$ cat config.mk
export PLATFORM = sky130hd
export DESIGN_NAME = rx_correlation_scheduler
export DESIGN_NICKNAME = d
export VERILOG_FILES = /design/src/rtl/rx_correlation_scheduler_pkg.sv /design/src/rtl/rx_correlation_scheduler_peak_tracker.sv /design/src/rtl/rx_correlation_scheduler.sv
export SDC_FILE = /design/constraint.sdc
export NUM_CORES = 1
export LEC_CHECK = 0
export ABC_AREA = 0
export BUFFER_PORTS_ARGS = -buffer_cell sky130_fd_sc_hd__buf_2
export CORE_AREA = 3 3 293 295
export DETAILED_ROUTE_END_ITERATION = 8
export DIE_AREA = 0 0 296 298
export GPL_TIMING_DRIVEN = 0
export SYNTH_ARGS = -nofsm -noshare
export SYNTH_HDL_FRONTEND = slang
export SYNTH_SLANG_ARGS = --single-unit
$ cat constraint.sdc
create_clock -name crx_clk -period 8.9 [get_ports crx_clk]
set_input_delay 1.78 -clock crx_clk [delete_from_list [all_inputs] [get_ports crx_clk]]
set_output_delay 1.78 -clock crx_clk [all_outputs]
set_load 0.02 [all_outputs]
$ cat src/rtl/rx_correlation_scheduler_pkg.sv
// Shared rx constants: default correlator geometry and the scheduler FSM encoding.
package rx_correlation_scheduler_pkg;

  localparam int unsigned RX_SEQ_COUNT  = 16;
  localparam int unsigned RX_CORR_WIDTH = 41;
  localparam int unsigned RX_IDX_W      = 4;

  localparam logic [1:0] ST_IDLE   = 2'd0;
  localparam logic [1:0] ST_ACCUM  = 2'd1;
  localparam logic [1:0] ST_SCAN   = 2'd2;
  localparam logic [1:0] ST_REPORT = 2'd3;

endpackage

$ cat src/rtl/rx_correlation_scheduler_peak_tracker.sv
// Running maximum of |sample| with its index; the lowest index wins ties.
module rx_peak_tracker #(
  parameter int unsigned W     = 41,
  parameter int unsigned IDX_W = 4
) (
  input  logic                    clk_i,
  input  logic                    rst_i,
  input  logic                    valid_i,
  input  logic                    first_i,
  input  logic [IDX_W-1:0]        idx_i,
  input  logic signed [W-1:0]     sample_i,
  output logic [W-1:0]            max_nxt_o,
  output logic [IDX_W-1:0]        idx_nxt_o
);

  localparam logic [W-1:0] MAG_SAT = {1'b0, {(W-1){1'b1}}};

  logic [W-1:0]     mag;
  logic [W-1:0]     max_q;
  logic [W-1:0]     base_max;
  logic [IDX_W-1:0] idx_q;
  logic [IDX_W-1:0] base_idx;

  // The most-negative value has no positive twin, so it clamps to the largest magnitude.
  always_comb begin
    mag = $unsigned(sample_i);
    if (sample_i[W-1]) begin
      if (sample_i[W-2:0] == '0) mag = MAG_SAT;
      else                       mag = $unsigned(-sample_i);
    end
  end

  always_comb begin
    base_max  = first_i ? '0 : max_q;
    base_idx  = first_i ? '0 : idx_q;
    max_nxt_o = base_max;
    idx_nxt_o = base_idx;
    if (mag > base_max) begin
      max_nxt_o = mag;
      idx_nxt_o = idx_i;
    end
  end

  always_ff @(posedge clk_i) begin
    if (rst_i) begin
      max_q <= '0;
      idx_q <= '0;
    end else if (valid_i) begin
      max_q <= max_nxt_o;
      idx_q <= idx_nxt_o;
    end
  end

endmodule

$ cat src/rtl/rx_correlation_scheduler.sv
// Window scheduler: counts bit-ready pulses, scans the correlation bus for the
// strongest sequence and reports it when it clears the threshold.
module rx_correlation_scheduler
  import rx_correlation_scheduler_pkg::*;
#(
  parameter int unsigned BITS_PER_WINDOW = 511,
  parameter int unsigned SEQ_COUNT       = RX_SEQ_COUNT,
  parameter int unsigned CORR_WIDTH      = RX_CORR_WIDTH
) (
  input  logic                            crx_clk,
  input  logic                            rrx_rst,
  input  logic                            erx_en,
  input  logic                            ibit_ready,
  input  logic [SEQ_COUNT*CORR_WIDTH-1:0] icorrelation_bus,
  input  logic [CORR_WIDTH-1:0]           ithreshold,
  input  logic                            iack,
  output logic                            oclear,
  output logic                            obusy,
  output logic                            odetect_valid,
  output logic [3:0]                      odetect_id,
  output logic [CORR_WIDTH-1:0]           odetect_peak
);

  localparam logic [15:0]         BPW      = 16'(BITS_PER_WINDOW);
  localparam logic [RX_IDX_W-1:0] LAST_IDX = RX_IDX_W'(SEQ_COUNT - 1);

  logic [1:0]                  state_q, state_d;
  logic [15:0]                 cnt_q, cnt_d;
  logic [RX_IDX_W-1:0]         scan_idx_q, scan_idx_d;
  logic [CORR_WIDTH-1:0]       thr_q, thr_d;
  logic                        clear_q, clear_d;
  logic [RX_IDX_W-1:0]         id_q, id_d;
  logic [CORR_WIDTH-1:0]       peak_q, peak_d;
  logic signed [CORR_WIDTH-1:0] cur_sample;
  logic [CORR_WIDTH-1:0]       trk_max;
  logic [RX_IDX_W-1:0]         trk_idx;

  assign cur_sample = icorrelation_bus[int'(scan_idx_q)*CORR_WIDTH +: CORR_WIDTH];

  rx_peak_tracker #(
    .W     (CORR_WIDTH),
    .IDX_W (RX_IDX_W)
  ) u_peak (
    .clk_i     (crx_clk),
    .rst_i     (rrx_rst),
    .valid_i   (state_q == ST_SCAN),
    .first_i   (scan_idx_q == '0),
    .idx_i     (scan_idx_q),
    .sample_i  (cur_sample),
    .max_nxt_o (trk_max),
    .idx_nxt_o (trk_idx)
  );

  always_comb begin
    state_d    = state_q;
    cnt_d      = cnt_q;
    scan_idx_d = scan_idx_q;
    thr_d      = thr_q;
    id_d       = id_q;
    peak_d     = peak_q;
    clear_d    = 1'b0;
    case (state_q)
      ST_IDLE: begin
        cnt_d      = '0;
        scan_idx_d = '0;
        if (erx_en) begin
          state_d = ST_ACCUM;
          clear_d = 1'b1;
        end
      end
      ST_ACCUM: begin
        if (ibit_ready) begin
          cnt_d = cnt_q + 16'd1;
          if ((cnt_q + 16'd1) == BPW) begin
            state_d    = ST_SCAN;
            scan_idx_d = '0;
            thr_d      = ithreshold;
          end
        end
      end
      ST_SCAN: begin
        scan_idx_d = scan_idx_q + 1'b1;
        // The final candidate is folded in combinationally so the verdict costs no extra cycle.
        if (scan_idx_q == LAST_IDX) begin
          scan_idx_d = '0;
          if (trk_max > thr_q) begin
            state_d = ST_REPORT;
            id_d    = trk_idx;
            peak_d  = trk_max;
          end else begin
            state_d = ST_IDLE;
          end
        end
      end
      ST_REPORT: begin
        if (iack) state_d = ST_IDLE;
      end
      default: state_d = ST_IDLE;
    endcase
    if (!erx_en) begin
      state_d    = ST_IDLE;
      cnt_d      = '0;
      scan_idx_d = '0;
      clear_d    = 1'b0;
    end
    if (state_d != ST_REPORT) begin
      id_d   = '0;
      peak_d = '0;
    end
  end

  always_ff @(posedge crx_clk) begin
    if (rrx_rst) begin
      state_q    <= ST_IDLE;
      cnt_q      <= '0;
      scan_idx_q <= '0;
      thr_q      <= '0;
      clear_q    <= 1'b0;
      id_q       <= '0;
      peak_q     <= '0;
    end else begin
      state_q    <= state_d;
      cnt_q      <= cnt_d;
      scan_idx_q <= scan_idx_d;
      thr_q      <= thr_d;
      clear_q    <= clear_d;
      id_q       <= id_d;
      peak_q     <= peak_d;
    end
  end

  assign oclear        = clear_q;
  assign obusy         = (state_q == ST_ACCUM) || (state_q == ST_SCAN);
  assign odetect_valid = (state_q == ST_REPORT);
  assign odetect_id    = 4'(id_q);
  assign odetect_peak  = peak_q;

endmodule

Word level (Yosys, flattened, before mapping)
Cells that the tools add are included.
Storage, ports and cells
  register bits after elaboration: 154
  logic and storage cells: 57
Operators by class
  $add $sub $neg: 3
  multipliers: 1
  $lt $le $gt $ge: 2
  equal/unequal tests: 8
  shifts and indexed selects: 1
  multiplexer cells: 20
  bitwise operators: 1
  reductions and logical operators: 12
Operators by type and width (number)
  656-bit by 11-bit variable part select with 41-bit output: 1
  41-bit two-way mux: 4
  41-bit > comparator: 2
  41-bit negation: 1
  40-bit logical NOT: 1
  16-bit one-hot mux with 2 select lines: 1
  4-bit two-way mux: 5
  16-bit by 1-bit adder with 16-bit output, second input constant: 1
  16-bit by 9-bit equality test with 1-bit output, second input constant: 1
  16-bit two-way mux: 1
  2-bit two-way mux: 6
  4-bit one-hot mux with 3 select lines: 1
  4-bit by 6-bit multiplier with 10-bit output, second input constant: 1
  3-bit AND reduction: 3
  2-bit one-hot mux with 4 select lines: 1
  2-bit inequality test, second input constant: 3
  4-bit by 1-bit adder with 4-bit output, second input constant: 1
  2-bit equality test, second input constant: 2
  4-bit equality test, second input constant: 1
  4-bit logical NOT: 1
  2-bit OR reduction: 2
  3-bit nonzero test: 1
  2-bit by 1-bit equality test with 1-bit output, second input constant: 1
  2-bit logical NOT: 1
  other kinds (5): 5

Depth between registers and ports, before layout
Gate-level depths: netlist (run 1).
  depth in word-level cells: 14
  mapped depth: 43

Hierarchy
Synthesis (run 1) repeated with hierarchy kept, for this count alone.
Unflattened totals
  cells, all modules: 1568
  area total of the unflattened synthesis: 15374.7 sq um
Modules (own cells, without submodules)
  rx_correlation_scheduler: times used 1, cells an instance 940, area each 10889.2 sq um, seq. area each 2182.1 sq um
  rx_peak_tracker: times used 1, cells an instance 628, area each 4485.6 sq um, seq. area each 900.9 sq um

Least setup slack after synthesis (run 1)
OpenSTA, ideal clock, no wires.
  path kind: input to register
  start: in icorrelation_bus[152]
  end: reg peak_q[23], in the netlist odetect_peak[23]
  setup time: 114 ps
  data arrival time: 9160 ps
  data required time: 8786 ps
  path slack: -374 ps
  stages: 33
  path buffers: 6
  cells stage by stage: mux4_2 a22oi_1 nand3_1 or3_1 or4_1 nor4_2 nand2_1 buf_2 buf_1 nand2_1 ha_1 nand3_1 nor4_1 nand3_1 o21bai_1 a31o_2 clkbuf_1 clkbuf_1 nor2_1 a22oi_1 ha_1 nand4_1 or4_1 nor4_1 a21oi_1 o21ai_0 o21ai_0 a211oi_1 or4_1 clkbuf_1 clkbuf_1 a21oi_1 a21o_1
Between the ends
  longest elaborated chain between the ends: 13
  elaborated cells on any way between the ends: 15
  classes of those cells: add/sub: 1; order compare: 2; eq/ne: 1; shift: 1; mux: 7; reduce/logical: 3
Ends and longest elaborated chain
  from (decl): line rx_correlation_scheduler.sv:14  | input logic [SEQ_COUNT*CORR_WIDTH-1:0] icorrelation_bus,
  656-bit by 11-bit variable part select with 41-bit output (*): line rx_correlation_scheduler.sv:38  | assign cur_sample = icorrelation_bus[int'(scan_idx_q)*CORR_WIDTH +: CORR_WIDTH];
  41-bit negation or 40-bit logical NOT (tied branches): line rx_correlation_scheduler_peak_tracker.sv:29, rx_correlation_scheduler_peak_tracker.sv:28
  41-bit two-way mux: line rx_correlation_scheduler_peak_tracker.sv:28  | if (sample_i[W-2:0] == '0) mag = MAG_SAT;
  41-bit two-way mux (*): line rx_correlation_scheduler_peak_tracker.sv:27  | if (sample_i[W-1]) begin
  41-bit > comparator: line rx_correlation_scheduler_peak_tracker.sv:38  | if (mag > base_max) begin
  41-bit two-way mux (*): line rx_correlation_scheduler_peak_tracker.sv:38
  net trk_max[21]: line rx_correlation_scheduler.sv:35  | logic [CORR_WIDTH-1:0] trk_max;
  41-bit > comparator (*): line rx_correlation_scheduler.sv:86  | if (trk_max > thr_q) begin
  2-bit two-way mux: line rx_correlation_scheduler.sv:86
  2-bit two-way mux: line rx_correlation_scheduler.sv:84  | if (scan_idx_q == LAST_IDX) begin
  2-bit one-hot mux with 4 select lines: line rx_correlation_scheduler.sv:62  | case (state_q)
  2-bit two-way mux: line rx_correlation_scheduler.sv:100  | if (!erx_en) begin
  2-bit inequality test: line rx_correlation_scheduler.sv:106  | if (state_d != ST_REPORT) begin
  2-bit OR reduction (no line)
  to (signal assigned): line rx_correlation_scheduler.sv:128  | peak_q <= peak_d;
  to (decl): line rx_correlation_scheduler.sv:33  | logic [CORR_WIDTH-1:0] peak_q, peak_d;
The timed path passes the listed nets; every way through them passes the cells marked *.
A chain may end at the register's enable or synchronous reset.

Worst setup path after layout (run 1)
  start: in icorrelation_bus[287]
  end: reg peak_q[8], in the netlist odetect_peak[8]
Same word-level chain as after synthesis.

==> results_dict.tcl, run 1 <==
set metrics [dict create \
    status "finished with violations" \
    crit_type "in -> reg" \
    violations "setup timing" \
    hold_start "odetect_peak[10]$_SDFFE_PP0P_" \
    r2r_cells 38 \
    port_buffers 748 \
    crit_family "compound AO/OA/AOI/OAI gates" \
    yosys_register_bits 154 \
    place_hpwl_um 106000 \
    finalSetupViolations 46 \
    synth_common_cells "nand2_1, dfxtp_1, nor2_1, mux2i_1, a21oi_1" \
    final_layout_size_suffix_gt1_share_pct 48.9 \
    h-tree-depth 4 \
    drt_first_pass_iters 5 \
    drc 0 \
    fin_tns_setup_ns -10.23 \
    layout.nets 3374 \
    min_path_type "reg -> reg" \
    grtUsageTotal_pct 26.9 \
    r2r-end "odetect_peak[8]$_SDFFE_PP0P_" \
    avgSynthCellArea_um2 8.92 \
    crit_path_start_kind "primary input" \
    postSynthCellCount 1736 \
    hold_ws_ns 0.457 \
    antenna_found_initial 158 \
    die_h_um 298 \
    worstMarginPinSlew_ns 1.13 \
    via_per_inst 5.23 \
    ant_nets 0 \
    skew_ns 0.00790 \
    synth-edff-count 0 \
    post-route-util_pct 28.6 \
    cts-root-buf "clkbuf_16" \
    core.rowCount 106 \
    worst-path-max-fanout 10 \
    synth.area.top_cells "dfxtp_1, mux4_2, mux2i_1" \
    vdd_drop_max_mv 0.149 \
    grt-ovfl-total 0 \
    initial_core_util_pct 18.6 \
    ys_seq_area_share_pct 19.9 \
    clkSinkCount 154 \
    worstHoldPathCells 2 \
    hold_viol_final 0 \
    cts_hold_buf 0 \
    drv_slew 0 \
    cp-end-kind "flop" \
    cpPeakStageDelay_ns 0.49 \
    grt_pass1_vias 18600 \
    dieArea_um2 88200 \
    finalCritPeriodShare_pct 103 \
    crit_required_ns 9.23 \
    maxSlewHeadroom_pct 24.5 \
    yosysWarnings 0 \
    cellPowerDensity_nw_per_um2 86.9 \
    r2r_slack_ns -0.22 \
    cts_made_buffers 17 \
    rsz0062_at_grt "yes" \
    core_area_um2 83400 \
    die_w_um 296 \
    io_pins 750 \
    cts_tree "yes" \
    fmax_mhz 109 \
    drt_wl_total_um 124000 \
    synth_ff_type "dfxtp_1" \
    synth_area_leader_cell "dfxtp_1" \
    synth_cell_type_count 85 \
    grt_pass1_wl_um 161000 \
    critical_path.slowest_cell "mux4_2" \
    min_to "odetect_peak[10]$_SDFFE_PP0P_" \
    synth_top_area_share_pct 19.9 \
    wl_per_cell_um 33.2 \
    fin_ws_ns -0.307 \
    drt_iter0_drc 1878 \
    syn_nets 2529 \
    synth-async-reset-ratio_pct 0 \
    yosys.cell_count.top_type "nand2_1" \
    grt_max_degree 17 \
    r2r_start "scan_idx_q[2]$_SDFFE_PP0P_" \
    insertion_delay_ns 0.45 \
    num_vias 19600 \
    clk_pin_slew_ns 0.07 \
    synthToLayoutAreaGrowth_pct 54.0 \
    netlist_area_um2 15500 \
    critPathArrivalTime_ns 9.54 \
    cp.buffers_inverters 4 \
    drv_cap 0 \
    post-route-min-period_ns 9.21 \
    ctsLongestPathBuffers 2 \
    p_leak_uw 0.00991 \
    routabilityCongestion 0.999 \
]
==> flip-flops by register name, indices dropped and copies added (netlist names) <==
| name | count |
|---|---|
| cnt_q | 16 |
| oclear | 1 |
| odetect_id | 4 |
| odetect_peak | 41 |
| scan_idx_q | 4 |
| state_q | 2 |
| thr_q | 41 |
| u_peak.idx_q | 4 |
| u_peak.max_q | 41 |
==> per-stage QoR <==
step / total power, µW / worst slack, ns / cells / area, µm²
floorplan: 965 / 0.0164 / 1736 / 15500
global placement: 1250 / -4.46 / 3564 / 20600
detailed placement: 1260 / -4.51 / 3564 / 20600
CTS: 2050 / -0.112 / 3657 / 23200
global route: 2150 / -0.427 / 3727 / 23800
finish: 2070 / -0.307 / 3754 / 23900
==> tightest hold or removal path: stages (launching register included) <==
cell	delay [ns]
dfxtp_1	0.31
nand2_1	0.05
a21oi_1	0.05
==> timing repair <==
action,CTS,global route
buffers inserted,60,14
cloned,3,3
pin swaps,52,19
gates resized for setup,332,82
setup endpoints to repair,90,47
==> power breakdown <==
part	total (µW)	switching [µW]	internal [µW]	leakage (µW)
Clock	734	322	412	0.000272
Combinational	649	343	306	0.00840
Sequential	690	0.690	690	0.00124
Total	2070	666	1410	0.00991
==> cell type report <==
type	instances	area [µm²]
diodes	80	200
fillers	8946	59600
flip-flops and latches	154	3080
multi-input cells	1386	12700
clock buffers	17	425
plain buffers	131	1180
repair buffers	827	4480
inverters	64	246
clock inverters	15	153
well taps	1080	1350
==> worst max path at each step <==
stage / from / end / slack [ns] / cells past startpoint
global placement: scan_idx_q[2]$_SDFFE_PP0P_ / odetect_peak[0]$_SDFFE_PP0P_ / -4.46 / 37
CTS: icorrelation_bus[287] / odetect_peak[32]$_SDFFE_PP0P_ / -0.11 / 34
finish: icorrelation_bus[287] / odetect_peak[8]$_SDFFE_PP0P_ / -0.31 / 33
detailed placement: scan_idx_q[2]$_SDFFE_PP0P_ / odetect_peak[1]$_SDFFE_PP0P_ / -4.51 / 37
global route: scan_idx_q[1]$_SDFFE_PP0P_ / odetect_peak[8]$_SDFFE_PP0P_ / -0.43 / 40
floorplan: icorrelation_bus[574] / odetect_peak[23]$_SDFFE_PP0P_ / 0.02 / 34
==> per-layer routing <==
metal  part of all wire (%)  vias to the layer above  global-route usage [%]
met1                     37                     9564                    31.5
met4                    6.8                       22                    17.2
met5                   0.13                        -                       0
met2                     47                     1306                    43.8
met3                    8.3                      323                    6.75
li1                       -                     8411                       -
==> logic make-up (layout without fill, tap and decap cells) <==
logic type	after synthesis	after routing	synth area share [%]
AND/OR/NAND/NOR	525	526	15.4
AO/OA/AOI/OAI	436	436	19.4
multiplexers	295	295	30.0
buffers and inverters	197	1054	5.82
flip-flops	154	154	19.9
adder cells (fa/ha/maj)	91	91	7.35
XOR/XNOR	37	37	2.09
other	1	81	0.0242
==> layout by cell type (no fill, tap or decap), types with 29 or more instances in the layout <==
cell / netlist / final
buf_2: 29 / 752
nand2_1: 212 / 201
dfxtp_1: 154 / 153
nor2_1: 152 / 148
mux2i_1: 150 / 123
mux4_2: 114 / 114
a21oi_1: 117 / 99
buf_4: 3 / 85
ha_1: 91 / 82
diode_2: 0 / 80
inv_1: 63 / 61
o21ai_0: 54 / 42
nand3_1: 43 / 37
a22o_1: 39 / 37
a22oi_1: 38 / 31
clkbuf_1: 64 / 29
Note: power is estimated with default switching activity, not from simulation.
==> run 2, diff against run 1 <==
- CORE_AREA: 3 3 293 295 -> 3 3 292 294
- DIE_AREA: 0 0 296 298 -> 0 0 295 297
- PLACE_DENSITY: default -> 0.48
==> run 2 against run 1 <==
Net effect:
- sequential power about the same
- critical path depth increased by 1
- die area down 0.67%
- the flow still finishes with violations (setup timing)
- register-to-register slack worse by 0.09 ns
- highest routed layer unchanged
- clock power rose by 6.7%
- via count decreased by 2.7%
- clock-buffer cell count is 2 higher
- clock skew up 0.0012 ns
- sequential share of layout area shrank 0.056 points
- routed wire length rose by 2.0%
- hold slack worse by 0.0074 ns
==> results_dict.tcl, run 2 (synthesized netlist as in run 1, its figures left out) <==
set metrics [dict create \
    worstMarginPinSlew_ns 1.13 \
    cts_made_buffers 17 \
    clk_pin_slew_ns 0.07 \
    ctsLongestPathBuffers 2 \
    p_leak_uw 0.00999 \
    critical_path.slowest_cell "or4_4" \
    r2r_cells 39 \
    use_met1_pct 34.3 \
    fmax_mhz 108 \
    final_layout_size_suffix_gt1_share_pct 48.4 \
    grtUsageTotal_pct 28.0 \
    post-route-min-period_ns 9.29 \
    dpl-instance-area_um2 20600 \
    drv_cap 0 \
    fin_area_um2 24000 \
    min_path_type "reg -> reg" \
    cpPeakStageDelay_ns 0.58 \
    rsz0062_at_grt "yes" \
    synthToLayoutAreaGrowth_pct 54.7 \
    drt_first_pass_iters 5 \
    cts_tree "yes" \
    drt_wl_total_um 127000 \
    status "finished with violations" \
    core_area_um2 83200 \
    initial_core_util_pct 18.6 \
    ant_nets 0 \
    die_w_um 295 \
    grt_max_degree 17 \
    place_hpwl_um 109000 \
    critPathArrivalTime_ns 9.67 \
    most-common-layout-cells "buf_2, nand2_1, dfxtp_1" \
    grt_pass1_vias 18700 \
    core.rowCount 106 \
    port_buffers 748 \
    cp-end-kind "flop" \
    skew_ns 0.00915 \
    busiest_layer "met2" \
    worst-path-max-fanout 10 \
    post-route-util_pct 28.8 \
    worstHoldPathCells 2 \
    cp_num_cells 34 \
    cellPowerDensity_nw_per_um2 89.2 \
    drc 0 \
    timing.critical_path.mode_cell "buf_4" \
    cp.buffers_inverters 10 \
    use_met2_pct 47.4 \
    violations "setup timing" \
    finalSetupViolations 47 \
    cts-root-buf "clkbuf_16" \
    antenna_found_initial 111 \
    drv_slew 0 \
    grt-ovfl-total 0 \
    grt_pass1_wl_um 166000 \
    routabilityCongestion 0.968 \
    crit_type "in -> reg" \
    hold_viol_final 0 \
    globalRouteMet3Util_pct 5.18 \
    crit_required_ns 9.28 \
    maxSlewHeadroom_pct 23.5 \
    die_h_um 297 \
    via_per_inst 5.10 \
    final_common_cell "buf_2" \
    fin_ws_ns -0.389 \
    crit_path_start_kind "primary input" \
    dieArea_um2 87600 \
    wl_per_cell_um 33.9 \
    clkSinkCount 154 \
    cts_hold_buf 0 \
    h-tree-depth 4 \
    insertion_delay_ns 0.45 \
    num_vias 19100 \
    finalCritPeriodShare_pct 104 \
    layout.nets 3385 \
    io_pins 750 \
    drt_iter0_drc 1606 \
    crit_family "simple AND/OR/NAND/NOR gates" \
    vdd_drop_max_mv 0.155 \
]
[run 2: changes by cell type in the layout (fill, tap and decap cells not counted), moves of 5 or more]
cell | previous run | this run
a21oi_1 | 99 | 105
clkbuf_1 | 29 | 34
a211oi_1 | 17 | 23
a21oi_2 | 16 | 11
mux2i_4 | 16 | 22
diode_2 | 80 | 58
buf_16 | 2 | 9
a211oi_2 | 11 | 5
buf_4 | 85 | 92
[run 2: layer usage]
layer,wire length [µm],part of all wire (%),up-vias
met4,6300,5.0,22
li1,-,-,8410
met1,50300,40,9486
met2,61700,49,947
met3,8470,6.7,237
met5,139,0.11,-
[run 2: final timing paths]
path / start / end / slack [ns]
hold reg to reg: odetect_peak[9]$_SDFFE_PP0P_ / odetect_peak[9]$_SDFFE_PP0P_ / 0.45
setup / recovery: icorrelation_bus[29] / odetect_peak[26]$_SDFFE_PP0P_ / -0.39
setup reg to reg: scan_idx_q[2]$_SDFFE_PP0P_ / odetect_peak[26]$_SDFFE_PP0P_ / -0.31
hold / removal: odetect_peak[9]$_SDFFE_PP0P_ / odetect_peak[9]$_SDFFE_PP0P_ / 0.45
[run 2: final cells by class]
| cell class | count | area (µm²) |
|---|---|---|
| fillers | 9047 | 59200 |
| multi-input cells | 1385 | 12700 |
| repair buffers | 840 | 4620 |
| flip-flops and latches | 154 | 3080 |
| well taps | 1080 | 1350 |
| plain buffers | 130 | 1200 |
| clock buffers | 19 | 443 |
| inverters | 64 | 246 |
| clock inverters | 13 | 165 |
| diodes | 58 | 145 |
[run 2: what timing repair did]
item                       4_1_cts  5_1_grt
setup buffers                   72       20
gates cloned                     6        0
setup endpoints to repair       91       47
hold endpoints to repair         0        0
resized for setup              342       58
pin swaps                       46       16
[run 2: worst register-to-register path, delay by kind of cell (launching register included)]
kind            cells  cell delay, ns
compound gates     12            2.20
xor+xnor            1            0.30
fa+ha+maj           3            0.83
simple gates       10            2.80
buf+inv            12            2.37
mux                 1            0.35
flops               1            0.31
[run 2: per-stage QoR]
| stage | setup WS, ns | hold WS [ns] | cells | power, µW | TNS [ns] |
|---|---|---|---|---|---|
| finish | -0.389 | 0.449 | 3743 | 2140 | -13.67 |
| detailed placement | -5.03 | 0.443 | 3564 | 1280 | -262.29 |
| global placement | -5.13 | 0.440 | 3564 | 1280 | -271.14 |
| floorplan | 0.0164 | 0.448 | 1736 | 965 | 0 |
| CTS | -0.227 | 0.452 | 3671 | 2120 | -6.79 |
| global route | -0.505 | 0.471 | 3719 | 2220 | -18.47 |
[run 2: power by group]
part	total (µW)	switching, µW	leakage, µW	internal (µW)
sequential	690	0.636	0.00124	689
clock	783	332	0.000287	450
combinational	663	358	0.00846	305
total	2140	691	0.00999	1440
